===== config.mk =====
export PLATFORM = sky130hd
export DESIGN_NAME = rr_dec_arbiter
export DESIGN_NICKNAME = d
export VERILOG_FILES = /design/src/rtl/rr_dec_arbiter.sv
export SDC_FILE = /design/constraint.sdc
export NUM_CORES = 1
export LEC_CHECK = 0
export BUFFER_PORTS_ARGS = -buffer_cell sky130_fd_sc_hd__clkbuf_2
export CAP_MARGIN = 0
export CORE_MARGIN = 1.5
export CORE_UTILIZATION = 25
export CTS_BUF_LIST = sky130_fd_sc_hd__clkbuf_2 sky130_fd_sc_hd__clkbuf_4 sky130_fd_sc_hd__clkbuf_8
export CTS_CLUSTER_SIZE = 24
export DETAILED_ROUTE_END_ITERATION = 10
export GPL_TIMING_DRIVEN = 0
export HOLD_SLACK_MARGIN = 0.1
export PLACE_DENSITY_LB_ADDON = 0.1
export SLEW_MARGIN = 0
export SYNTH_ARGS = -nofsm -noshare
export SYNTH_HDL_FRONTEND = slang
export SYNTH_SLANG_ARGS = --single-unit
export TNS_END_PERCENT = 5

===== constraint.sdc =====
create_clock -name CLK -period 1.9 [get_ports CLK]
set_input_delay 0.38 -clock CLK [delete_from_list [all_inputs] [get_ports CLK]]
set_output_delay 0.38 -clock CLK [all_outputs]
set_load 0.1 [all_outputs]

===== src/rtl/rr_dec_arbiter.sv =====
// -----------------------------------------------------------------------------
// rr_dec_arbiter
//   Round-robin arbiter that shares the outputs of a 2-to-4 decoder (GM_2S4)
//   between four requesters. One owner is chosen per grant window. The arbiter
//   drives the 2-bit encoded select (SEL[1]=I1, SEL[0]=I0) and a one-hot grant
//   that is gated by VALID. An owner that has a competitor keeps the grant for
//   at most HOLD_MAX cycles. The owner is then searched last, so the grant
//   rotates fairly. All outputs are registered.
//
// Parameters
//   HOLD_MAX  max consecutive grant cycles while others wait (1..15)
//
// Ports
//   CLK    in   1  system clock, rising edge
//   RST_N  in   1  synchronous reset, active-low
//   LOCK   in   1  only with RR_DEC_LOCK_EN: suppresses the hold timeout
//   REQ    in   4  request per requester, bit n = requester n
//   SEL    out  2  encoded owner index
//   VALID  out  1  a grant is active
//   GNT    out  4  one-hot grant = decode(SEL) when VALID, else 0
//
// Optional feature macro: RR_DEC_LOCK_EN (adds the LOCK input)
// -----------------------------------------------------------------------------
module rr_dec_arbiter #(
  parameter int HOLD_MAX = 4
) (
  input  logic       CLK,
  input  logic       RST_N,
`ifdef RR_DEC_LOCK_EN
  input  logic       LOCK,
`endif
  input  logic [3:0] REQ,
  output logic [1:0] SEL,
  output logic       VALID,
  output logic [3:0] GNT
);

  localparam logic [3:0] HOLD_CNT = 4'(HOLD_MAX);

  typedef enum logic {IDLE = 1'b0, GRANT = 1'b1} state_t;

  state_t     state, state_nxt;
  logic [1:0] ptr, ptr_nxt;
  logic [3:0] cnt, cnt_nxt;
  logic [1:0] sel_nxt;
  logic       valid_nxt;
  logic [3:0] gnt_nxt;

  logic [3:0] owner_oh;
  logic       owner_req;
  logic       others_req;
  logic       lock_hold;
  logic       timeout;
  logic       release_grant;
  logic       arbitrate;
  logic [2:0] pick;

  // Returns {found, index}. The search starts one past the pointer and wraps,
  // so the last winner is considered last.
  function automatic logic [2:0] rr_pick(input logic [1:0] p, input logic [3:0] req);
    logic [2:0] res;
    logic [1:0] idx;
    res = 3'b000;
    for (int k = 4; k >= 1; k--) begin
      idx = p + 2'(k);
      if (req[idx]) res = {1'b1, idx};
    end
    return res;
  endfunction

`ifdef RR_DEC_LOCK_EN
  assign lock_hold = VALID & LOCK;
`else
  assign lock_hold = 1'b0;
`endif

  assign owner_oh      = 4'b0001 << SEL;
  assign owner_req     = REQ[SEL];
  assign others_req    = |(REQ & ~owner_oh);
  assign timeout       = (cnt == HOLD_CNT) && others_req && !lock_hold;
  assign release_grant = (state == GRANT) && (!owner_req || timeout);
  assign arbitrate     = (state == IDLE) || release_grant;
  assign pick          = rr_pick(ptr, REQ);

  // State register.
  always_ff @(posedge CLK) begin
    if (!RST_N) begin
      state <= IDLE;
      ptr   <= 2'd3;
      cnt   <= 4'd0;
      SEL   <= 2'b00;
      VALID <= 1'b0;
      GNT   <= 4'b0000;
    end else begin
      state <= state_nxt;
      ptr   <= ptr_nxt;
      cnt   <= cnt_nxt;
      SEL   <= sel_nxt;
      VALID <= valid_nxt;
      GNT   <= gnt_nxt;
    end
  end

  // Next-state logic.
  always_comb begin
    state_nxt = state;
    ptr_nxt   = ptr;
    cnt_nxt   = cnt;
    sel_nxt   = SEL;
    if (arbitrate) begin
      if (pick[2]) begin
        state_nxt = GRANT;
        ptr_nxt   = pick[1:0];
        sel_nxt   = pick[1:0];
        cnt_nxt   = 4'd1;
      end else begin
        // SEL and PTR hold so the next search still rotates from the last owner.
        state_nxt = IDLE;
      end
    end else if (cnt != HOLD_CNT) begin
      cnt_nxt = cnt + 4'd1;
    end
  end

  // Output logic (registered through the state register).
  always_comb begin
    valid_nxt = (state_nxt == GRANT);
    gnt_nxt   = valid_nxt ? (4'b0001 << sel_nxt) : 4'b0000;
  end

endmodule

==> run metrics, run 1 <==
synth top area cells dfxtp_1 33%, mux2i_1 6.3%, mux2_4 5.6%; placed cell count 143; Max VDD drop 299 uV; Worst-path clk slew 0.08 ns; max-cap violation count 0; first-pass GRT wire length 3.01 mm; Synth Cell Area 801 um2; fmax 556 MHz; gr ovfl total 0; ANT cells 0; non-filler cells, final 153; Final Worst Setup Slack 0.100 ns; cts bufs inserted 3; I/O Pins 13; Buffers on Ports 12; ANT nets after route 0; Distinct cells, synth 38; DRT Pass-1 Iters 4; Yosys top cell area share 32.5%; setup TNS 0 ns; Die X 59.6 um; CTS root buf clkbuf_4; Power, Total 0.952 mW; CP Class flop to flop; TritonCTS clock tree built; Hold Path Class input port to flop; ys async rst share 0%; Post-Syn Nets 95; # setup viols final 0; clock skew 0.00388 ns; H-tree depth 1; nature of the critical path startpoint flop; gpl congestion 0.695; DRT iter0 DRCs 17; CORE AREA 3050 um2; pre-CTS setup slack -0.143 ns; Clock Tree Buf Depth 2; largest net degree at the start of global routing 11; Top FF cell, synth dfxtp_1; dpl hpwl 1.30 mm; height of the chip 59.6 um; die area 3550 um2; Util after Layout 33.7%; DR WL/cell 12.3 um; setup repair after global routing missed its margin false; Final period util 94.7%; layout cells sized above 1 37.6%; hold_buf cts 0; gr usage total 11.5%; Tmin final 1.80 ns; Yosys top cell by area dfxtp_1; DRC 0; final hold viol count 0; DR vias/cell 4.69; Slew @ Worst Pin 0.781 ns; Fillers 343; Rows 20; routed wire length 1.89 mm; starting density of the core 26.2%; Pwr Density 926 nW/um2; CP max FO 10; clock latency on the worst-skew pair 0.27 ns; vias in the first global route 597; P&R area growth vs syn 28.4%; Seq cells post-synth 13; fin nets 118; initial antenna violation count 0; vias 718; synth warn 0; clock sinks 13; syn avg cell area 9.20 um2; Leakage 0.424 nW; Post-synth EDFFs 0; Slew headroom 47.4%; Cells after Synth 87; Crit. End Element flop; data arrival time of the critical path 1.97 ns; register area share after synthesis 32.5%; Final Max Tran Viols 0; critical path required time 2.07 ns; status finished, final reports clean
[cell families after synthesis]
family	after synthesis	synth area share, %
flops	13	32.5
simple gates	37	26.7
fa+ha+maj	2	3.12
xor+xnor	2	2.19
compound gates	18	17.5
buf+inv	7	6.09
mux	8	11.9
[layout make-up]
class,count,area [um2],share of cell area (%)
multi-input combinational,68,529,51.5
clock buffer,4,30.0,2.92
tap,44,55.1,5.35
timing repair buffer,18,105,10.2
buffer,2,22.5,2.19
sequential,13,272,26.4
inverter,4,15.0,1.46
[power by group]
group,switching [mW],internal [mW]
logic,0.280,0.145
clock network,0.0906,0.0956
registers,0.0330,0.308
total,0.403,0.549
[synthesized netlist by cell type (2+ instances only)]
library cell	n
buf_6	3
ha_1	2
and3_2	2
nor4_1	2
nand2_1	6
xnor2_1	2
nor2_1	6
a21oi_1	2
inv_1	4
mux2i_1	5
a211oi_1	4
and3_1	2
mux2_4	3
nand2b_1	3
dfxtp_1	13
nor3_1	3
nand3b_1	2
nand3_1	3
[per-stage QoR]
step	cell area [um2]	hold WS, ns
final	1030	0.454
after global routing	1030	0.469
after CTS	973	0.458
after detailed placement	936	0.516
after global placement	936	0.518
after floorplan	821	0.485
[cells in the final DEF (no fill, tap or decap), types with 2 or more instances in the layout]
cell type	instances
nand3_1	3
clkbuf_2	12
nand2_1	6
xnor2_1	2
and3_1	2
nand3b_1	2
ha_1	2
buf_6	2
clkbuf_4	4
nor4_1	2
dfxtp_1	10
and3_2	2
mux2i_1	4
a211oi_1	4
inv_1	4
dfxtp_4	3
nor3_1	3
buf_4	6
mux2_4	3
nor2_1	6
a21oi_1	2
nand2b_1	3
[repair_timing]
| item | CTS | global route |
|---|---|---|
| pin swaps | 1 | 2 |
| resized for setup | 0 | 3 |
| setup buffers | 1 | 5 |
| cloned | 0 | 1 |
| endpoints found under the setup margin | 3 | 7 |
[per-layer routing]
layer  up-vias  wire (um)  part of all wire, %  global-route usage, %
li1        366          -                    -                      -
met1       341        941                   50                   15.1
met2         9        862                   46                   17.6
met3         2         70                  3.7                   4.59
met4         0         14                 0.74                   2.86
met5         -          0                    0                      0
[worst paths after layout]
path	from	cells past startpoint	endpoint	slack, ns
setup / recovery	SEL[0]	7	ptr[1]	0.10
hold / removal	RST_N	2	ptr[0]	0.45
setup reg to reg	SEL[0]	7	ptr[1]	0.10
hold reg to reg	cnt[0]	1	cnt[0]	0.53
[worst max-delay path: stages, from the launching register on]
cell and delay [ns]:
dfxtp_4 0.35, buf_6 0.13, nand2b_1 0.16, o22ai_2 0.14
or3b_1 0.38, buf_6 0.16, nand2_8 0.08, mux2_4 0.30
[registers in the layout, summed over array words and instances, names as in the netlist]
register / flops
GNT: 4
cnt: 4
SEL: 2
ptr: 2
state: 1
Note: power is estimated with default switching activity, not from simulation.
==> run 2, diff against run 1 <==
--- a/config.mk
+++ b/config.mk
@@ -15,6 +15,7 @@
 export GPL_TIMING_DRIVEN = 0
 export HOLD_SLACK_MARGIN = 0.1
 export PLACE_DENSITY_LB_ADDON = 0.1
+export SETUP_SLACK_MARGIN = 0.4
 export SLEW_MARGIN = 0
 export SYNTH_ARGS = -nofsm -noshare
 export SYNTH_HDL_FRONTEND = slang
==> run 2 against run 1 <==
  * Worst setup slack worse by 0.037 ns
  * Largest power group unchanged
  * Critical path type unchanged
  * Global-route usage is 0.31 points higher
  * Sequential power is 3% lower
==> run metrics, run 2 (synthesis results as in run 1) <==
Die X 59.6 um; DRT iter0 DRCs 17; CP Class flop to flop; clock latency on the worst-skew pair 0.27 ns; dpl hpwl 1.30 mm; vias 704; Tmin final 1.84 ns; largest net degree at the start of global routing 11; Slew headroom 48.8%; I/O Pins 13; part of the power in the clock network 19.7%; register share of total power 35.0%; initial antenna violation count 0; CORE AREA 3050 um2; Worst-path clk slew 0.08 ns; vias in the first global route 614; Switching Share 42.4%; most frequent cells in the layout 12 x clkbuf_2, 10 x dfxtp_1, 6 x nand2_1, 6 x nor2_1; commonest non-fill, non-tap cell in the layout clkbuf_2; Clock Tree Buf Depth 2; P&R area growth vs syn 27.0%; Rows 20; Hold Path Class input port to flop; Leakage 0.416 nW; Largest regs GNT x4, cnt x4; Pwr Density 930 nW/um2; gpl congestion 0.695; R2R Path Start SEL[1]; setup repair after global routing missed its margin true; DRC 0; Final Max Tran Viols 0; placed cell count 143; Slew @ Worst Pin 0.761 ns; DR vias/cell 4.66; non-filler cells, final 151; fmax 545 MHz; Worst Hold Path EP ptr[0]; routed wire length 1.88 mm; Buffers on Ports 12; clock sinks 13; Internal Pwr Total 0.545 mW; CTS root buf clkbuf_4; ANT cells 0; Switch Pwr 0.401 mW; data arrival time of the critical path 2.00 ns; H-tree depth 1; gr ovfl total 0; Crit. End Element flop; r2r worst-path depth 7; final hold slack 0.462 ns; status finished, final reports clean; clock skew 0.00513 ns; die area 3550 um2; nature of the critical path startpoint flop; first-pass GRT wire length 3.08 mm; CP max FO 8; worst reg2reg path endpoint ptr[1]; ANT nets after route 0; met2 usage in global routing 18.7%; max-cap violation count 0; starting density of the core 26.2%; Final period util 96.7%; critical path required time 2.07 ns; gr usage total 11.8%; layout cells sized above 1 36.4%; GR peak layer met2; Max VDD drop 300 uV; met1 GRT Util 15.1%; TritonCTS clock tree built; # setup viols final 0; combinational share of power 45.3%; reg-to-reg slack, setup 0.06 ns; Fillers 343; hold path startpoint RST_N; fin nets 116; WHS Path Cells 2; cts bufs inserted 3; height of the chip 59.6 um; DR WL/cell 12.4 um; M3 GR Usage 4.59%; DRT Pass-1 Iters 4; final hold viol count 0
run 2: metrics by stage:
step | utilization (%) | TNS [ns] | area (um2) | total power [mW] | setup WS [ns]
2_1_floorplan | - | -0.433 | 821 | 0.662 | -0.122
3_3_place_gp | 30.7 | -0.522 | 936 | 0.734 | -0.146
3_5_place_dp | 30.7 | -0.481 | 936 | 0.736 | -0.143
4_1_cts | 32.6 | 0 | 996 | 0.949 | 0.0213
5_1_grt | 33.3 | -0.00603 | 1020 | 1.00 | -0.00603
6_report | 33.3 | 0 | 1020 | 0.946 | 0.0635
run 2: routing by layer:
layer / part of all wire, % / vias to the layer above
met5: 0 / -
met4: 0.75 / 0
met3: 3.9 / 2
met2: 48 / 11
met1: 48 / 331
li1: - / 360
run 2: critical path: stages (launching register included):
cell and delay, ns:
dfxtp_4 0.35, buf_8 0.12, mux2i_2 0.14, o22ai_2 0.19, or3b_1 0.37, buf_6 0.15
nand2_8 0.09, mux2_4 0.30
run 2: layout make-up:
cell class                      count  area [um2]  share of cell area, %
Clock buffer                        4        30.0                   2.95
Multi-Input combinational cell     67         518                   50.9
Inverter                            4        15.0                   1.48
Tap cell                           44        55.1                   5.41
Buffer                              3        37.5                   3.69
Sequential cell                    13         272                   26.7
Timing Repair Buffer               16        90.1                   8.86
run 2: worst max-delay path by stage:
| stage | startpoint | end | slack, ns |
|---|---|---|---|
| 3_3_place_gp | REQ[3] | ptr[1] | -0.15 |
| 2_1_floorplan | SEL[1] | GNT[0] | -0.12 |
| 6_report | SEL[1] | ptr[1] | 0.06 |
| 5_1_grt | SEL[1] | GNT[0] | -0.006 |
| 3_5_place_dp | REQ[3] | GNT[0] | -0.14 |
| 4_1_cts | SEL[1] | GNT[0] | 0.02 |
run 2: timing repair:
action	in CTS	in global routing
endpoints found under the setup margin	12	12
setup buffers	3	1
pin swaps	1	3
gates resized for setup	2	2
hold buffers	0	0
run 2: power groups by stage:
stage / registers [mW] / logic [mW] / clock network, mW
2_1_floorplan: 0.484 / 0.178 / 0
3_3_place_gp: 0.335 / 0.399 / 0
3_5_place_dp: 0.337 / 0.399 / 0
4_1_cts: 0.331 / 0.421 / 0.197
5_1_grt: 0.335 / 0.457 / 0.211
6_report: 0.331 / 0.428 / 0.187
